$ cat config.mk
export PLATFORM = sky130hd
export DESIGN_NAME = braille_cell_driver
export DESIGN_NICKNAME = d
export VERILOG_FILES = /design/src/rtl/braille_pkg.sv /design/src/rtl/braille_lut.sv /design/src/rtl/braille_cell_driver.sv
export SDC_FILE = /design/constraint.sdc
export NUM_CORES = 1
export LEC_CHECK = 0
export BUFFER_PORTS_ARGS = -buffer_cell sky130_fd_sc_hd__buf_2
export CORE_MARGIN = 4
export CORE_UTILIZATION = 50
export CTS_CLUSTER_DIAMETER = 30
export DETAILED_ROUTE_END_ITERATION = 6
export GPL_TIMING_DRIVEN = 0
export HOLD_SLACK_MARGIN = 0.03
export PLACE_DENSITY_LB_ADDON = 0.3
export SKIP_LAST_GASP = 1
export SYNTH_ARGS = -nofsm -noshare
export SYNTH_HDL_FRONTEND = slang
export SYNTH_SLANG_ARGS = --single-unit
export TNS_END_PERCENT = 20
$ cat constraint.sdc
create_clock -name clk -period 2.55 [get_ports clk]
set_clock_uncertainty 0.15 [all_clocks]
set_input_delay 0.1275 -clock clk [delete_from_list [all_inputs] [get_ports clk]]
set_output_delay 0.1275 -clock clk [all_outputs]
set_load 0.01 [all_outputs]
$ cat src/rtl/braille_pkg.sv
// braille_pkg: shared constants, FSM encoding and letter-to-dot table for the Braille cell driver
package braille_pkg;
   localparam int DOT_W = 6;
   localparam int NUM_CLASSES_DEF = 26;
   localparam logic [1:0] S_IDLE = 2'd0;
   localparam logic [1:0] S_HOLD = 2'd1;
   localparam logic [1:0] S_GAP  = 2'd2;
   localparam logic [DOT_W-1:0] DOT_LUT [0:25] = '{
      6'h01, 6'h03, 6'h09, 6'h19, 6'h11, 6'h0B, 6'h1B, 6'h13, 6'h0A, 6'h1A,
      6'h05, 6'h07, 6'h0D, 6'h1D, 6'h15, 6'h0F, 6'h1F, 6'h17, 6'h0E, 6'h1E,
      6'h25, 6'h27, 6'h3A, 6'h2D, 6'h3D, 6'h35
   };
endpackage

$ cat src/rtl/braille_lut.sv
// braille_lut: combinational class index to 6-dot pattern, blank and flagged when out of range
module braille_lut
   import braille_pkg::*;
#(
   parameter int NUM_CLASSES = NUM_CLASSES_DEF
) (
   input  logic [7:0]       alpha,
   output logic [DOT_W-1:0] dots,
   output logic             bad
);
   // out-of-range classes read back as a blank cell
   always_comb begin
      bad  = alpha >= 8'(NUM_CLASSES);
      dots = bad ? '0 : DOT_LUT[alpha[4:0]];
   end
endmodule

$ cat src/rtl/braille_cell_driver.sv
// braille_cell_driver: buffers classifier letters and shows each as a timed Braille cell followed by a blank gap
module braille_cell_driver
   import braille_pkg::*;
#(
   parameter int NUM_CLASSES = NUM_CLASSES_DEF,
   parameter int FIFO_DEPTH  = 4,
   parameter int HOLD_CYCLES = 100000000,
   parameter int GAP_CYCLES  = 10000000
) (
   input  logic                          clk,
   input  logic                          reset,
   input  logic                          i_valid,
   input  logic [7:0]                    i_alpha,
   input  logic                          i_clr_ovf,
   output logic [DOT_W-1:0]              o_dots,
   output logic                          o_cell_active,
   output logic                          o_char_done,
   output logic                          o_bad_class,
   output logic                          o_overflow,
   output logic                          o_busy,
   output logic [$clog2(FIFO_DEPTH):0]   o_fifo_level
);
   localparam int AW = $clog2(FIFO_DEPTH);
   localparam int LW = AW + 1;
   localparam int HG = HOLD_CYCLES > GAP_CYCLES ? HOLD_CYCLES : GAP_CYCLES;
   localparam int TW = $clog2(HG > 2 ? HG : 2);
   localparam logic [TW-1:0] HOLD_LD = TW'(HOLD_CYCLES - 1);
   localparam logic [TW-1:0] GAP_LD  = TW'(GAP_CYCLES > 0 ? GAP_CYCLES - 1 : 0);

   logic [7:0]       mem [FIFO_DEPTH];
   logic [AW-1:0]    rd_ptr, wr_ptr;
   logic [1:0]       state;
   logic [TW-1:0]    timer;
   logic [DOT_W-1:0] lut_dots;
   logic             lut_bad, pop, full, push;

   braille_lut #(.NUM_CLASSES(NUM_CLASSES)) u_lut (
      .alpha (mem[rd_ptr]),
      .dots  (lut_dots),
      .bad   (lut_bad)
   );

   // a pop frees a slot on the same edge, so a full FIFO still accepts a push while the FSM is taking a letter
   always_comb begin
      pop           = state == S_IDLE && o_fifo_level != '0;
      full          = o_fifo_level == LW'(FIFO_DEPTH);
      push          = i_valid && (!full || pop);
      o_cell_active = state == S_HOLD;
      o_char_done   = timer == '0 && (state == S_GAP || (state == S_HOLD && GAP_CYCLES == 0));
      o_busy        = state != S_IDLE || o_fifo_level != '0;
   end

   // storage needs no reset; emptiness is defined by the pointers and level
   always_ff @(posedge clk)
      if (push) mem[wr_ptr] <= i_alpha;

   // FIFO pointers, occupancy and sticky overflow where a new drop beats a clear
   always_ff @(posedge clk or posedge reset)
      if (reset) begin
         rd_ptr       <= '0;
         wr_ptr       <= '0;
         o_fifo_level <= '0;
         o_overflow   <= 1'b0;
      end else begin
         if (push) wr_ptr <= wr_ptr + AW'(1);
         if (pop) rd_ptr <= rd_ptr + AW'(1);
         o_fifo_level <= o_fifo_level + LW'(push) - LW'(pop);
         o_overflow   <= (i_valid && !push) ? 1'b1 : (i_clr_ovf ? 1'b0 : o_overflow);
      end

   // cell sequencer: IDLE pops a letter, HOLD drives its dots, GAP keeps the actuators blank
   always_ff @(posedge clk or posedge reset)
      if (reset) begin
         state       <= S_IDLE;
         timer       <= '0;
         o_dots      <= '0;
         o_bad_class <= 1'b0;
      end else begin
         o_bad_class <= 1'b0;
         if (state == S_IDLE) begin
            if (pop) begin
               o_dots      <= lut_dots;
               o_bad_class <= lut_bad;
               timer       <= HOLD_LD;
               state       <= S_HOLD;
            end
         end else if (timer != '0) begin
            timer <= timer - TW'(1);
         end else if (state == S_HOLD && GAP_CYCLES > 0) begin
            o_dots <= '0;
            timer  <= GAP_LD;
            state  <= S_GAP;
         end else begin
            o_dots <= '0;
            state  <= S_IDLE;
         end
      end
endmodule

# Yosys cells after proc, flatten, opt, wreduce, memory -nomap -nowiden
# Memories as Yosys holds them, arrays and structs flattened.
# Cells that the tools add are included.
totals:
  regBits: 44
  inputBits: 12
  word_cells: 60
  mem_count: 2
  mem_bits_rw: 32
  out_inout_bits: 14
  romBits: 192
op_classes:
  mux: 20
  n_lt_le_gt_ge: 2
  n_addsub: 5
  n_bitwise: 1
  n_eq_ne: 5
  reduce_logical: 17
memory_table:
  columns: ["memory", "words", "word_bits", "rd", "rd_ports_with_merged_regs", "wr", "line_no", "rtl"]
  rows:
  - ["(name not given)", 32, 6, 1, 0, 0, "braille_lut.sv:14", "dots = bad ? '0 : DOT_LUT[alpha[4:0]];"]
  - ["mem", 4, 8, 1, 0, 1, "braille_cell_driver.sv:30", "logic [7:0] mem [FIFO_DEPTH];"]
ops:
  columns: ["op", "n"]
  rows:
  - ["two-way mux 27 bit", 4]
  - ["two-way mux 6 bit", 6]
  - ["logical NOT 27 bit", 1]
  - ["nonzero test 27 bit", 1]
  - ["subtractor 27 x 1 -> 27 bit (second input constant)", 1]
  - ["greater-or-equal comparator 8 x 5 -> 1 bit (second input constant)", 1]
  - ["two-way mux 2 bit", 4]
  - ["greater-or-equal comparator 6 bit (second input constant)", 1]
  - ["two-way mux 1 bit", 6]
  - ["NOT 5 -> 6 bit", 1]
  - ["nonzero test 3 bit", 2]
  - ["adder 2 x 1 -> 2 bit (second input constant)", 2]
  - ["logical AND 1 bit", 4]
  - ["inequality test 2 bit (second input constant)", 2]
  - ["AND reduction 2 bit", 2]
  - ["nonzero test 2 bit", 2]
  - ["adder 3 x 1 -> 3 bit", 1]
  - ["== test 3 bit (second input constant)", 1]
  - ["subtractor 3 x 1 -> 3 bit", 1]
  - ["== test 2 x 1 -> 1 bit (second input constant)", 1]
  - ["== test 2 bit (second input constant)", 1]
  - ["logical NOT 1 bit", 2]
  - ["logical NOT 2 bit", 1]
  - ["logical OR 1 bit", 2]

# Longest topological paths before layout
# Gate-level depths: netlist of the first run.
# An unclocked memory read counts as a cell.
depth:
  word_depth: 8
  mapped_depth: 10
  mapped_depth_nobuf: 8

# Cells and area by module
# A second synthesis of the first run with hierarchy kept.
unflattened:
  hier_cells: 380
  hier_area_um2: 4057.6
modules_own_cells:
  columns: ["mod", "seq_area_each_um2", "n_inst", "cells_each", "area_each_um2"]
  rows:
  - ["braille_cell_driver", 2062.0, 1, 334, 3754.9]
  - ["braille_lut", 0.0, 1, 46, 302.8]

# Least setup slack after synthesis of the first run
# No wires, ideal clock.
synth_timing:
  path_kind: "reg2reg"
  from: "reg state[1]"
  to: "reg o_fifo_level[2]"
  t_required_ps: 2277
  arrival_ps: 2440
  path_stages_with_launch: 11
  setup_time_ps: 123
  setup_slack_ps: -162
  n_path_buf: 2
  synth_period_minus_slack_ps: 2712
  cell_sequence: "dfrtp_1 clkbuf_1 or2_1 clkbuf_1 a31oi_1 inv_1 ha_1 inv_1 ha_1 fa_1 xnor2_1"
synth_between:
  elab_chain_len: 6
synth_lines:
  columns: ["item", "line_no", "rtl"]
  rows:
  - ["start: declaration", "braille_cell_driver.sv:32", "logic [1:0] state;"]
  - ["start signal: assignment", "braille_cell_driver.sv:74", "state <= S_IDLE;"]
  - ["start signal: assignment", "braille_cell_driver.sv:85", "state <= S_HOLD;"]
  - ["start signal: assignment", "braille_cell_driver.sv:92", "state <= S_GAP;"]
  - ["logical NOT 2 bit (*)", "braille_cell_driver.sv:45", "pop = state == S_IDLE && o_fifo_level != '0;"]
  - ["logical AND 1 bit (*)", "braille_cell_driver.sv:45", null]
  - ["logical OR 1 bit", "braille_cell_driver.sv:47", "push = i_valid && (!full || pop);"]
  - ["logical AND 1 bit", "braille_cell_driver.sv:47", null]
  - ["adder 3 x 1 -> 3 bit", "braille_cell_driver.sv:67", "o_fifo_level <= o_fifo_level + LW'(push) - LW'(pop);"]
  - ["subtractor 3 x 1 -> 3 bit (*)", "braille_cell_driver.sv:67", null]
  - ["end signal: assignment", "braille_cell_driver.sv:67", null]
  - ["end: declaration", "braille_cell_driver.sv:21", "output logic [$clog2(FIFO_DEPTH):0] o_fifo_level"]
# Mark *: on every way between the ends. The rest lies on a longest branch, timed or not.
# A chain may end at the register's enable or synchronous reset.

# Worst setup path in the final report of the first run
# Ends and elaborated chain as after synthesis.

==> results of run 1 <==
## layer usage
metal	wire (um)	global-route usage	up-vias
li1	-	-	1520
met1	4260	0.304	1578
met2	4460	0.317	134
met3	680	0.0495	12
met4	126	0.0618	0
met5	0	0	-
## metrics by stage
| step | setup TNS (ps) | total power, mW | setup slack [ps] |
|---|---|---|---|
| floorplan | 0 | 1.87 | 28.1 |
| global placement | -1790 | 1.99 | -273 |
| detailed placement | -2470 | 2.03 | -353 |
| CTS | -571 | 3.03 | -124 |
| global route | -1090 | 3.16 | -180 |
| finish | -71.4 | 3.00 | -43.2 |
## final cells by class
cell class	count	area share
Multi-Input combinational cell	252	0.388
Tap cell	102	0.0267
Sequential cell	76	0.433
Clock buffer	9	0.0259
Inverter	19	0.0149
Timing Repair Buffer	55	0.0822
Buffer	10	0.0120
Clock inverter	7	0.0173
## worst max path at each step
stage	depth (start not counted)	endpoint
after detailed placement	9	o_fifo_level[2]$_DFF_PP0_
after global routing	9	o_fifo_level[2]$_DFF_PP0_
final	9	o_fifo_level[2]$_DFF_PP0_
after floorplan	10	o_fifo_level[2]$_DFF_PP0_
after global placement	9	o_fifo_level[2]$_DFF_PP0_
after CTS	9	o_fifo_level[2]$_DFF_PP0_
## sequential cells by signal, indices dropped and copies added (netlist names)
signal        flops
mem              32
o_bad_class       1
o_dots            6
o_fifo_level      3
o_overflow        1
rd_ptr            2
state             2
timer            27
wr_ptr            2
## cells in the mapped netlist (all sizes together) (3+ instances only)
master	n	area, sq um
buf	6	35.0
ha	11	138
a21oi	21	105
mux2i	4	40.0
nand2b	7	43.8
or4	5	37.5
and2	6	38.8
a31oi	6	37.5
o41ai	3	26.3
o211ai	3	22.5
nand2	23	86.3
inv	19	71.3
dfrtp	44	1100
and4	5	43.8
clkbuf	8	30.0
nor3	22	125
nor4	9	108
o31ai	3	22.5
nand3	13	65.1
nor2	22	82.6
or2	3	18.8
o22ai	4	25.0
xnor2	4	35.0
mux4	5	113
edfxtp	32	961
o21ai	11	55.1
nand4	7	58.8
a211oi	3	27.5
or3	11	73.8
a21o	3	22.5
## report_power, final
part | switching [mW] | internal [mW] | leakage [nW]
Sequential | 0.0870 | 1.44 | 0.791
Clock | 0.508 | 0.467 | 0.0984
Combinational | 0.288 | 0.216 | 0.949
Total | 0.883 | 2.12 | 1.84
## kinds of logic after synthesis
family,Yosys count,synth area share
adder cells (fa/ha/maj),12,0.0394
AO/OA/AOI/OAI,85,0.149
AND/OR/NAND/NOR,139,0.208
buffers and inverters,33,0.0340
multiplexers,10,0.0409
XOR/XNOR,6,0.0131
flip-flops,76,0.515
## what timing repair did
item / CTS / global route
hold endpoints to repair: 77 / 0
pin swaps: 5 / 6
setup buffers: 10 / 7
gates resized for setup: 8 / 6
hold buffers: 12 / 0
endpoints found under the setup margin: 21 / 25
==> impl_summary.log, run 1 <==
INFO  metric cts_root_buffer = clkbuf_8
INFO  metric insertedDiodeCount = 0
INFO  metric drtIter0Drc = 307
INFO  metric synthesis.instances = 361
INFO  metric post-route-period-util = 1.02
INFO  metric avgRoutedWirePerCell = 18.0 um
INFO  metric timing.rr.end = o_fifo_level[2]$_DFF_PP0_
INFO  metric cts_buffer_depth = 2
INFO  metric nets = 447
INFO  metric cp_data_arrival_time = 2720 ps
INFO  metric clk_pin_slew = 80 ps
INFO  metric netlist_area_pre_place = 0.00401 sq mm
INFO  metric ys_dominant_reg_cell = dfrtp_1
INFO  metric period_needed = 2590 ps
INFO  metric timing.max_cap.violations = 0
INFO  metric violations = negative setup slack
INFO  metric post_route_cells_drive_above_1_share = 0.224
INFO  metric cts_htree_levels = 3
INFO  metric worst_setup_path_startpoint = state[1]$_DFFE_PP0P_
INFO  metric fillerInstances = 647
INFO  metric core = 0.00777 sq mm
INFO  metric post_drt_via_cell_ratio = 6.12
INFO  metric worst_pin_slew = 735 ps
INFO  metric tritoncts.num_buffers = 9
INFO  metric maxClockFrequency = 386 MHz
INFO  metric num_io_pins = 26
INFO  metric timing.hold.worst_path_depth = 1
INFO  metric numPortBuffers = 25
INFO  metric clock_latency_reported_for_the_late_side_of_the_worst_skew_pair = 360 ps
INFO  metric dieHeight = 97.5 um
INFO  metric regToRegSetupSlack = -40 ps
INFO  metric place.detailed.hpwl = 6.38 mm
INFO  metric power.ir.vdd_worst = 510 uV
INFO  metric critPathTopFamily = adder cells
INFO  metric drt_pass1_iterations = 5
INFO  metric area_growth = 19.3%
INFO  metric synth.net_count = 385
INFO  metric placed_cells = 489
INFO  metric hold_sp = o_dots[1]$_DFFE_PP0P_
INFO  metric fp.dieW = 97.5 um
INFO  metric max_stage_delay = 510 ps
INFO  metric synth_async_sr_flop_share = 0.579
INFO  metric design.die.area = 0.00951 sq mm
INFO  metric postLayoutSetupSlackWorst = -43.2 ps
INFO  metric largest_net_degree_at_the_start_of_global_routing = 42
INFO  metric cp-start-kind = flip-flop
INFO  metric grt_pass1_vias = 3190
INFO  metric rsz0062_at_grt = true
INFO  metric vias = 3244
INFO  metric grtUsageTotal = 0.210
INFO  metric terminating_pin_of_the_worst_hold_path = o_dots[1]$_DFFE_PP0P_
INFO  metric path_cells = or2_1 -> buf_2 -> a31oi_4 -> inv_1 -> ha_1 -> inv_1 -> ha_1 -> fa_1 -> xnor2_1
INFO  metric finish.cell_count_without_fillers = 530
INFO  metric critPathCaptureType = flip-flop
INFO  metric postSynthRegisterBits = 76
INFO  metric grt_pass1_wl = 16.1 mm
INFO  metric yosysWarningCount = 0
INFO  metric synth_enable_flop_cells = 32
INFO  metric status = finished with violations
INFO  metric grt_overflow_total = 0
INFO  metric r2r-start = state[1]$_DFFE_PP0P_
INFO  metric syn-mean-instance-area = 11.1 sq um
INFO  metric remaining_drc_errors = 0
INFO  metric initial_utilization = 0.516
INFO  metric initial_antenna_violation_count = 0
INFO  metric seq_area_frac_synth = 0.515
INFO  metric power_leakage = 1.84 nW
INFO  metric antenna_left = 0
INFO  metric rows = 32
INFO  metric power.density = 628 mW/mm^2
INFO  metric yosysUniqueCellTypes = 71
INFO  metric reg2regPathDepth = 9
INFO  metric cts_num_sinks = 76
INFO  metric layout_common_cells = dfrtp_1 (40), edfxtp_1 (32), buf_2 (29)
INFO  metric path_buf_inv = 3
INFO  metric drt_wl_total = 9.53 mm
INFO  metric required_time_of_the_worst_setup_path = 2670 ps
INFO  metric finish.instance_area = 0.00478 sq mm
INFO  metric final_max_slew_viol_count = 0
INFO  metric crit_path_max_fanout = 10
INFO  metric final_core_utilization = 0.615
INFO  metric seqCellArea = 0.00207 sq mm
INFO  metric min_path_type = flip-flop to flip-flop
INFO  metric critPathSlowestCell = dfrtp_2
INFO  metric final-hold-violation-count = 0
INFO  metric finalWeightedCongestion = 0.900
INFO  metric final-setup-viol-count = 4
INFO  metric mostFrequentLayoutCell = dfrtp_1
INFO  metric hold-worst-slack = 349 ps
INFO  metric postPlaceCellArea = 0.00430 sq mm
INFO  metric tritoncts = done
INFO  metric multi_input_area = 0.00185 sq mm
INFO  metric critPathKind = flip-flop to flip-flop
INFO  metric worst_slew_margin_rel = 0.508
Note: power is estimated with default switching activity, not from simulation.
==> run 2: changes to the inputs <==
- CORE_UTILIZATION: 50 -> 35
- GPL_TIMING_DRIVEN: 0 -> not set
- PLACE_DENSITY_LB_ADDON: 0.3 -> not set
==> impl_summary.log, run 2 (same netlist as run 1, synthesis figures left out) <==
INFO  metric combinationalPowerShare = 0.149 (was 0.168)
INFO  metric dieHeight = 115 um (was 97.5 um)
INFO  metric multi_input_area = 0.00183 sq mm (was 0.00185 sq mm)
INFO  metric cts_htree_levels = 3 (unchanged)
INFO  metric post-route-period-util = 0.947 (was 1.02)
INFO  metric cp_data_arrival_time = 2480 ps (was 2720 ps)
INFO  metric core = 0.0110 sq mm (was 0.00777 sq mm)
INFO  metric power_leakage = 1.89 nW (was 1.84 nW)
INFO  metric fp.dieW = 115 um (was 97.5 um)
INFO  metric largest_registers = mem (32), timer (27), o_dots (6) (unchanged)
INFO  metric design.die.area = 0.0132 sq mm (was 0.00951 sq mm)
INFO  metric drtIter0Drc = 211 (was 307)
INFO  metric tritoncts = done (unchanged)
INFO  metric status = complete, no violations (was finished with violations)
INFO  metric maxClockFrequency = 414 MHz (was 386 MHz)
INFO  metric power.ir.vdd_worst = 427 uV (was 510 uV)
INFO  metric p_int = 2.46 mW (was 2.12 mW)
INFO  metric setup_total_negative_slack = 0 ps (was -71.4 ps)
INFO  metric critPathKind = flip-flop to flip-flop (unchanged)
INFO  metric required_time_of_the_worst_setup_path = 2610 ps (was 2670 ps)
INFO  metric finalWeightedCongestion = 0.890 (was 0.900)
INFO  metric cts_num_sinks = 76 (unchanged)
INFO  metric seqCellArea = 0.00206 sq mm (was 0.00207 sq mm)
INFO  metric insertedDiodeCount = 0 (unchanged)
INFO  metric power_frac_clock = 0.393 (was 0.325)
INFO  metric antenna_left = 0 (unchanged)
INFO  metric nets = 449 (was 447)
INFO  metric rsz0062_at_grt = false (was true)
INFO  metric post_drt_via_cell_ratio = 5.67 (was 6.12)
INFO  metric fillerInstances = 1036 (was 647)
INFO  metric grtUsageTotal = 0.155 (was 0.210)
INFO  metric max_stage_delay = 440 ps (was 510 ps)
INFO  metric initial_utilization = 0.363 (was 0.516)
INFO  metric crit_path_max_fanout = 5 (was 10)
INFO  metric cts_root_buffer = clkbuf_16 (was clkbuf_8)
INFO  metric layout_common_cells = dfrtp_1 (44), edfxtp_1 (32), buf_4 (31) (was dfrtp_1 (40), edfxtp_1 (32), buf_2 (29))
INFO  metric grt_pass1_vias = 3155 (was 3190)
INFO  metric drt_pass1_iterations = 4 (was 5)
INFO  metric path_cells = nor4_4 -> buf_4 -> nand4_4 -> or3_4 -> nor4b_2 -> mux2_1 (was or2_1 -> buf_2 -> a31oi_4 -> inv_1 -> ha_1 -> inv_1 -> ha_1 -> fa_1 -> xnor2_1)
INFO  metric clock_latency_reported_for_the_late_side_of_the_worst_skew_pair = 330 ps (was 360 ps)
INFO  metric pwr-share-seq = 0.458 (was 0.507)
INFO  metric postLayoutSetupSlackWorst = 134 ps (was -43.2 ps)
INFO  metric cp-start-kind = flip-flop (unchanged)
INFO  metric final-setup-viol-count = 0 (was 4)
INFO  metric vias = 3231 (was 3244)
INFO  metric remaining_drc_errors = 0 (unchanged)
INFO  metric register_with_the_highest_flop_count = mem (unchanged)
INFO  metric rows = 38 (was 32)
INFO  metric period_needed = 2420 ps (was 2590 ps)
INFO  metric power.density = 676 mW/mm^2 (was 628 mW/mm^2)
INFO  metric p_sw = 0.863 mW (was 0.883 mW)
INFO  metric min_path_type = input port to flip-flop (was flip-flop to flip-flop)
INFO  metric final_max_slew_viol_count = 0 (unchanged)
INFO  metric final-hold-violation-count = 0 (unchanged)
INFO  metric critPathCaptureType = flip-flop (unchanged)
INFO  metric initial_antenna_violation_count = 0 (unchanged)
INFO  metric pre_cts_ws = 174 ps (was -353 ps)
INFO  metric switching_share = 0.259 (was 0.294)
INFO  metric numPortBuffers = 25 (unchanged)
INFO  metric worst_pin_slew = 946 ps (was 735 ps)
INFO  metric grt_pass1_wl = 16.0 mm (was 16.1 mm)
INFO  metric worst_slew_margin_rel = 0.369 (was 0.508)
INFO  metric num_io_pins = 26 (unchanged)
INFO  metric area_growth = 22.9% (was 19.3%)
INFO  metric post_route_cells_drive_above_1_share = 0.230 (was 0.224)
INFO  metric tritoncts.num_buffers = 9 (unchanged)
INFO  metric place.detailed.hpwl = 6.77 mm (was 6.38 mm)
INFO  metric largest_net_degree_at_the_start_of_global_routing = 45 (was 42)
INFO  metric mostFrequentLayoutCell = dfrtp_1 (unchanged)
INFO  metric avgRoutedWirePerCell = 16.9 um (was 18.0 um)
INFO  metric timing.max_cap.violations = 0 (unchanged)
INFO  metric largest_register_ffs = 32 (unchanged)
INFO  metric grt_overflow_total = 0 (unchanged)
INFO  metric cts_buffer_depth = 2 (unchanged)
INFO  metric clk_pin_slew = 60 ps (was 80 ps)
INFO  metric critPathSlowestCell = dfrtp_1 (was dfrtp_2)
INFO  metric drt_wl_total = 9.61 mm (was 9.53 mm)
-- run 2: changes by cell type in the layout (fill, tap and decap cells not counted), moves of 4 or more --
cell       before  now
dfrtp_2         4    0
buf_4          17   31
dfrtp_1        40   44
buf_2          29   25
clkbuf_16       0    9
clkbuf_8        9    2
-- run 2: layer usage --
metal  share of wire  GRT usage
met3           0.056     0.0353
met4           0.024     0.0626
met1            0.46      0.210
met2            0.46      0.239
met5               0          0
-- run 2: path summary, 6_finish.rpt --
check	start	end	slack, ps	depth (start not counted)
setup / recovery	timer[8]$_DFFE_PP0P_	timer[25]$_DFFE_PP0P_	130	6
hold / removal	i_valid	wr_ptr[0]$_DFFE_PP0P_	190	5
setup reg to reg	timer[8]$_DFFE_PP0P_	timer[25]$_DFFE_PP0P_	130	6
hold reg to reg	o_dots[0]$_DFFE_PP0P_	o_dots[0]$_DFFE_PP0P_	340	1
max in group asynchronous	reset	wr_ptr[1]$_DFFE_PP0P_	1250	3
min in group asynchronous	reset	o_bad_class$_DFF_PP0_	410	3
-- run 2: what timing repair did --
action                     in CTS  in global routing
buffers inserted                0                  4
pin swaps                       0                  2
hold endpoints to repair       77                  0
setup endpoints to repair       1                  1
hold buffers                   11                  0
resized for setup               1                  2
-- run 2: power by group through the flow --
stage	combinational, mW	sequential (mW)	clock (mW)
floorplan	0.324	1.54	0
global placement	0.466	1.54	0
detailed placement	0.486	1.55	0
CTS	0.505	1.53	1.34
global route	0.568	1.54	1.39
finish	0.495	1.52	1.31
-- run 2: final cells by class --
cell class                 count  share of cell area
timing repair buffer          67              0.0950
clock buffer                  11              0.0513
inverter                      19              0.0145
multi-input combinational    252               0.373
tap                          140              0.0356
clock inverter                 5              0.0122
sequential                    76               0.419
-- run 2: worst max-delay path: cells and delay by family (launching register included) --
| family | cells | cell delay, ps |
|---|---|---|
| simple gates | 4 | 1170 |
| mux | 1 | 340 |
| buf+inv | 1 | 190 |
| flops | 1 | 440 |
-- run 2: stage by stage --
stage | total power [mW] | area, sq um | std cells | hold WS (ps) | util
floorplan | 1.87 | 4030 | 361 | 76.4 | -
global route | 3.50 | 4920 | 570 | 233 | 0.446
detailed placement | 2.03 | 4470 | 539 | 195 | 0.405
global placement | 2.01 | 4470 | 539 | 177 | 0.405
CTS | 3.37 | 4890 | 566 | 184 | 0.443
finish | 3.33 | 4920 | 570 | 186 | 0.446
==> run 3: changes to the inputs <==
- SYNTH_HIERARCHICAL: not set -> 1
==> impl_summary.log, run 3 <==
INFO  metric status = finished with violations (was complete, no violations)
INFO  metric violations = negative setup slack
INFO  metric drt_pass1_iterations = 5 (was 4)
INFO  metric netlist_area_pre_place = 0.00406 sq mm (was 0.00401 sq mm)
INFO  metric worst_pin_slew = 654 ps (was 946 ps)
INFO  metric register_with_the_highest_flop_count = mem (unchanged)
INFO  metric worst_setup_path_startpoint = timer[10]$_DFFE_PP0P_ (was timer[8]$_DFFE_PP0P_)
INFO  metric area_growth = 29.2% (was 22.9%)
INFO  metric largest_register_ffs = 32 (unchanged)
INFO  metric worst_slew_margin_rel = 0.563 (was 0.369)
INFO  metric dominant_combinational_cell_family_by_area_after_synthesis = simple AND/OR/NAND/NOR gates (unchanged)
INFO  metric synth.net_count = 404 (was 385)
INFO  metric synthesis.instances = 380 (was 361)
INFO  metric rsz0062_at_grt = true (was false)
INFO  metric post_drt_via_cell_ratio = 5.58 (was 5.67)
INFO  metric layout_common_cells = buf_4 (67), dfrtp_1 (41), edfxtp_1 (32) (was dfrtp_1 (44), edfxtp_1 (32), buf_4 (31))
INFO  metric antenna_left = 0 (unchanged)
INFO  metric finish.instance_area = 0.00524 sq mm (was 0.00492 sq mm)
INFO  metric finalWeightedCongestion = 0.985 (was 0.890)
INFO  metric postLayoutSetupSlackWorst = -214 ps (was 134 ps)
INFO  metric postPlaceCellArea = 0.00476 sq mm (was 0.00447 sq mm)
INFO  metric remaining_drc_errors = 0 (unchanged)
INFO  metric post-synth-top-count-cell = dfrtp_1 (unchanged)
INFO  metric power_leakage = 2.13 nW (was 1.89 nW)
INFO  metric period_needed = 2760 ps (was 2420 ps)
INFO  metric seqCellArea = 0.00207 sq mm (was 0.00206 sq mm)
INFO  metric postSynthRegisterBits = 76 (unchanged)
INFO  metric num_io_pins = 26 (unchanged)
INFO  metric hold-worst-slack = 179 ps (was 186 ps)
INFO  metric maxClockFrequency = 362 MHz (was 414 MHz)
INFO  metric critical_path_depth = 5 (was 6)
INFO  metric post_route_cells_drive_above_1_share = 0.293 (was 0.230)
INFO  metric critical_path.endpoint = timer[23]$_DFFE_PP0P_ (was timer[25]$_DFFE_PP0P_)
INFO  metric yosysWarningCount = 6 (was 0)
INFO  metric syn-mean-instance-area = 10.7 sq um (was 11.1 sq um)
INFO  metric final-setup-viol-count = 10 (was 0)
INFO  metric synth_async_sr_flop_share = 0.579 (unchanged)
INFO  metric clock_latency_reported_for_the_late_side_of_the_worst_skew_pair = 340 ps (was 330 ps)
INFO  metric final_max_slew_viol_count = 0 (unchanged)
INFO  metric cts_num_sinks = 76 (unchanged)
INFO  metric drt_wl_total = 10.4 mm (was 9.61 mm)
INFO  metric synth_simple_gate_area_frac = 0.205 (was 0.208)
INFO  metric largest_registers = mem (32), timer (27), o_dots (6) (unchanged)
INFO  metric power.total = 3.34 mW (was 3.33 mW)
INFO  metric min_path_type = input port to flip-flop (unchanged)
INFO  metric numPortBuffers = 25 (unchanged)
INFO  metric crit_path_max_fanout = 5 (unchanged)
INFO  metric synth-compound-area-share = 0.134 (was 0.149)
INFO  metric fillerInstances = 1037 (was 1036)
INFO  metric power.ir.vdd_worst = 434 uV (was 427 uV)
INFO  metric gr-usage-met3 = 0.0287 (was 0.0353)
INFO  metric synth.top_cells.by_area = dfrtp_1 (27%), edfxtp_1 (24%), mux4_2 (4.4%), ha_1 (3.4%), o21ai_0 (3.3%) (was dfrtp_1 (27%), edfxtp_1 (24%), ha_1 (3.4%), mux4_2 (2.8%), a21oi_1 (2.6%))
INFO  metric largest_net_degree_at_the_start_of_global_routing = 31 (was 45)
INFO  metric initial_utilization = 0.357 (was 0.363)
INFO  metric final_core_utilization = 0.461 (was 0.446)
INFO  metric grtUsageTotal = 0.165 (was 0.155)
INFO  metric ys_dominant_reg_cell = dfrtp_1 (unchanged)
INFO  metric r2r-start = timer[10]$_DFFE_PP0P_ (was timer[8]$_DFFE_PP0P_)
INFO  metric dieHeight = 116 um (was 115 um)
INFO  metric core = 0.0114 sq mm (was 0.0110 sq mm)
INFO  metric cts_root_buffer = clkbuf_16 (unchanged)
INFO  metric setup_total_negative_slack = -946 ps (was 0 ps)
INFO  metric rows = 39 (was 38)
INFO  metric synth_enable_flop_cells = 32 (unchanged)
INFO  metric fp.dieW = 116 um (was 115 um)
INFO  metric critPathSlowestCell = or4_4 (was dfrtp_1)
INFO  metric multi_input_area = 0.00186 sq mm (was 0.00183 sq mm)
INFO  metric clk_pin_slew = 60 ps (about the same)
INFO  metric tritoncts.num_buffers = 9 (unchanged)
INFO  metric timing.max_cap.violations = 0 (unchanged)
INFO  metric grt_pass1_vias = 3373 (was 3155)
INFO  metric design.die.area = 0.0134 sq mm (was 0.0132 sq mm)
INFO  metric cp-start-kind = flip-flop (unchanged)
INFO  metric grt_overflow_total = 0 (unchanged)
INFO  metric grt_use_met1 = 0.234 (was 0.210)
INFO  metric required_time_of_the_worst_setup_path = 2620 ps (was 2610 ps)
INFO  metric vias = 3464 (was 3231)
INFO  metric post-route-period-util = 1.08 (was 0.947)
INFO  metric critPathKind = flip-flop to flip-flop (unchanged)
INFO  metric timing.rr.end = timer[23]$_DFFE_PP0P_ (was timer[25]$_DFFE_PP0P_)
INFO  metric yosysTopAreaCell = dfrtp_1 (unchanged)
INFO  metric nets = 497 (was 449)
INFO  metric path_cells = or4_4 -> or4_4 -> or4_4 -> o31ai_1 -> or3b_1 (was nor4_4 -> buf_4 -> nand4_4 -> or3_4 -> nor4b_2 -> mux2_1)
INFO  metric cp_data_arrival_time = 2830 ps (was 2480 ps)
INFO  metric yosys.area_share.adder = 0.0389 (was 0.0394)
INFO  metric power.density = 637 mW/mm^2 (was 676 mW/mm^2)
INFO  metric reg2regPathDepth = 5 (was 6)
INFO  metric max_stage_delay = 560 ps (was 440 ps)
INFO  metric final-hold-violation-count = 0 (unchanged)
INFO  metric pre_cts_ws = -284 ps (was 174 ps)
INFO  metric grt_busiest_layer = met2 (unchanged)
INFO  metric path_buf_inv = 0 (was 1)
INFO  metric mostFrequentLayoutCell = buf_4 (was dfrtp_1)
INFO  metric ys_top_cells_by_count = dfrtp_1 (44), edfxtp_1 (32), nor2_1 (31) (was dfrtp_1 (44), edfxtp_1 (32), nand2_1 (23))
INFO  metric synth_xor_area_frac = 0.0130 (was 0.0131)
INFO  metric avgRoutedWirePerCell = 16.7 um (was 16.9 um)
INFO  metric critPathTopFamily = simple AND/OR/NAND/NOR gates (unchanged)
INFO  metric synth.top_cell.area_share = 0.271 (was 0.275)
INFO  metric placed_cells = 590 (was 539)
INFO  metric seq_area_frac_synth = 0.508 (was 0.515)
INFO  metric place.detailed.hpwl = 7.32 mm (was 6.77 mm)
INFO  metric critPathCaptureType = flip-flop (unchanged)
INFO  metric yosysUniqueCellTypes = 64 (was 71)
INFO  metric initial_antenna_violation_count = 0 (unchanged)
INFO  metric grtUsageMet2 = 0.249 (was 0.239)
INFO  metric timing.critical_path.mode_cell = or4_4
INFO  metric finish.cell_count_without_fillers = 621 (was 570)
INFO  metric regToRegSetupSlack = -210 ps (was 130 ps)
INFO  metric tritoncts = done (unchanged)
INFO  metric cts_htree_levels = 3 (unchanged)
INFO  metric synth_mux_area_frac = 0.0598 (was 0.0409)
INFO  metric insertedDiodeCount = 0 (unchanged)
INFO  metric grt_pass1_wl = 17.3 mm (was 16.0 mm)
INFO  metric cts_buffer_depth = 2 (unchanged)
INFO  metric drtIter0Drc = 345 (was 211)
run 3: cell count changes in the layout (fill, tap and decap cells not counted), moves of 7 or more:
cell / previous run / this run
a21oi_1: 21 / 11
o21ai_0: 6 / 27
nor4_1: 5 / 13
nor2_1: 22 / 29
buf_4: 31 / 67
nand3_1: 13 / 3
run 3: kinds of logic (layout without fill, tap and decap cells):
kind of cell               count (synthesis)  after routing
xor gates and xnor gates                   6              6
and+or+nand+nor                          148            148
muxes                                     14             14
DFF                                       76             76
adders and majority gates                 12             12
AOI/OAI and AO/OA                         80             80
buffers and inverters                     44            142
run 3: cell type report:
| class | instances | area share |
|---|---|---|
| Clock inverter | 6 | 0.0134 |
| Inverter | 23 | 0.0165 |
| Sequential cell | 76 | 0.394 |
| Clock buffer | 10 | 0.0456 |
| Multi-Input combinational cell | 260 | 0.355 |
| Tap cell | 143 | 0.0341 |
| Timing Repair Buffer | 103 | 0.141 |
run 3: worst min path at each step:
stage	from	end	slack (ps)	depth (start not counted)
floorplan	i_alpha[0]	mem[0][0]$_DFFE_PP_	80	0
global placement	reset	o_fifo_level[0]$_DFF_PP0_	110	2
detailed placement	reset	o_fifo_level[0]$_DFF_PP0_	100	2
CTS	i_valid	wr_ptr[0]$_DFFE_PP0P_	160	5
global route	i_valid	wr_ptr[0]$_DFFE_PP0P_	230	5
finish	i_valid	wr_ptr[0]$_DFFE_PP0P_	180	5
run 3: worst register-to-register path: stages, from the launching register on:
cell     delay [ps]
dfrtp_1         380
or4_4           540
or4_4           480
or4_4           560
o31ai_1         180
or3b_1          360
run 3: repair_timing:
item / 4_1_cts / 5_1_grt
resized for setup: 5 / 3
buffers inserted: 3 / 1
gates cloned: 0 / 0
setup endpoints to repair: 25 / 37
endpoints found under the hold margin: 62 / 0
pin swaps: 4 / 1
hold buffers: 11 / 0
run 3: where the power goes:
part	switching [mW]	leakage [nW]	internal, mW
logic	0.292	1.18	0.224
clock network	0.513	0.153	0.792
registers	0.0764	0.794	1.44
run 3: layer usage:
layer / share of wire / wire, um / up-vias
li1: - / - / 1627
met1: 0.46 / 4780 / 1690
met4: 0.025 / 259 / 0
met2: 0.46 / 4780 / 118
met3: 0.055 / 571 / 29
met5: 0 / 0 / -
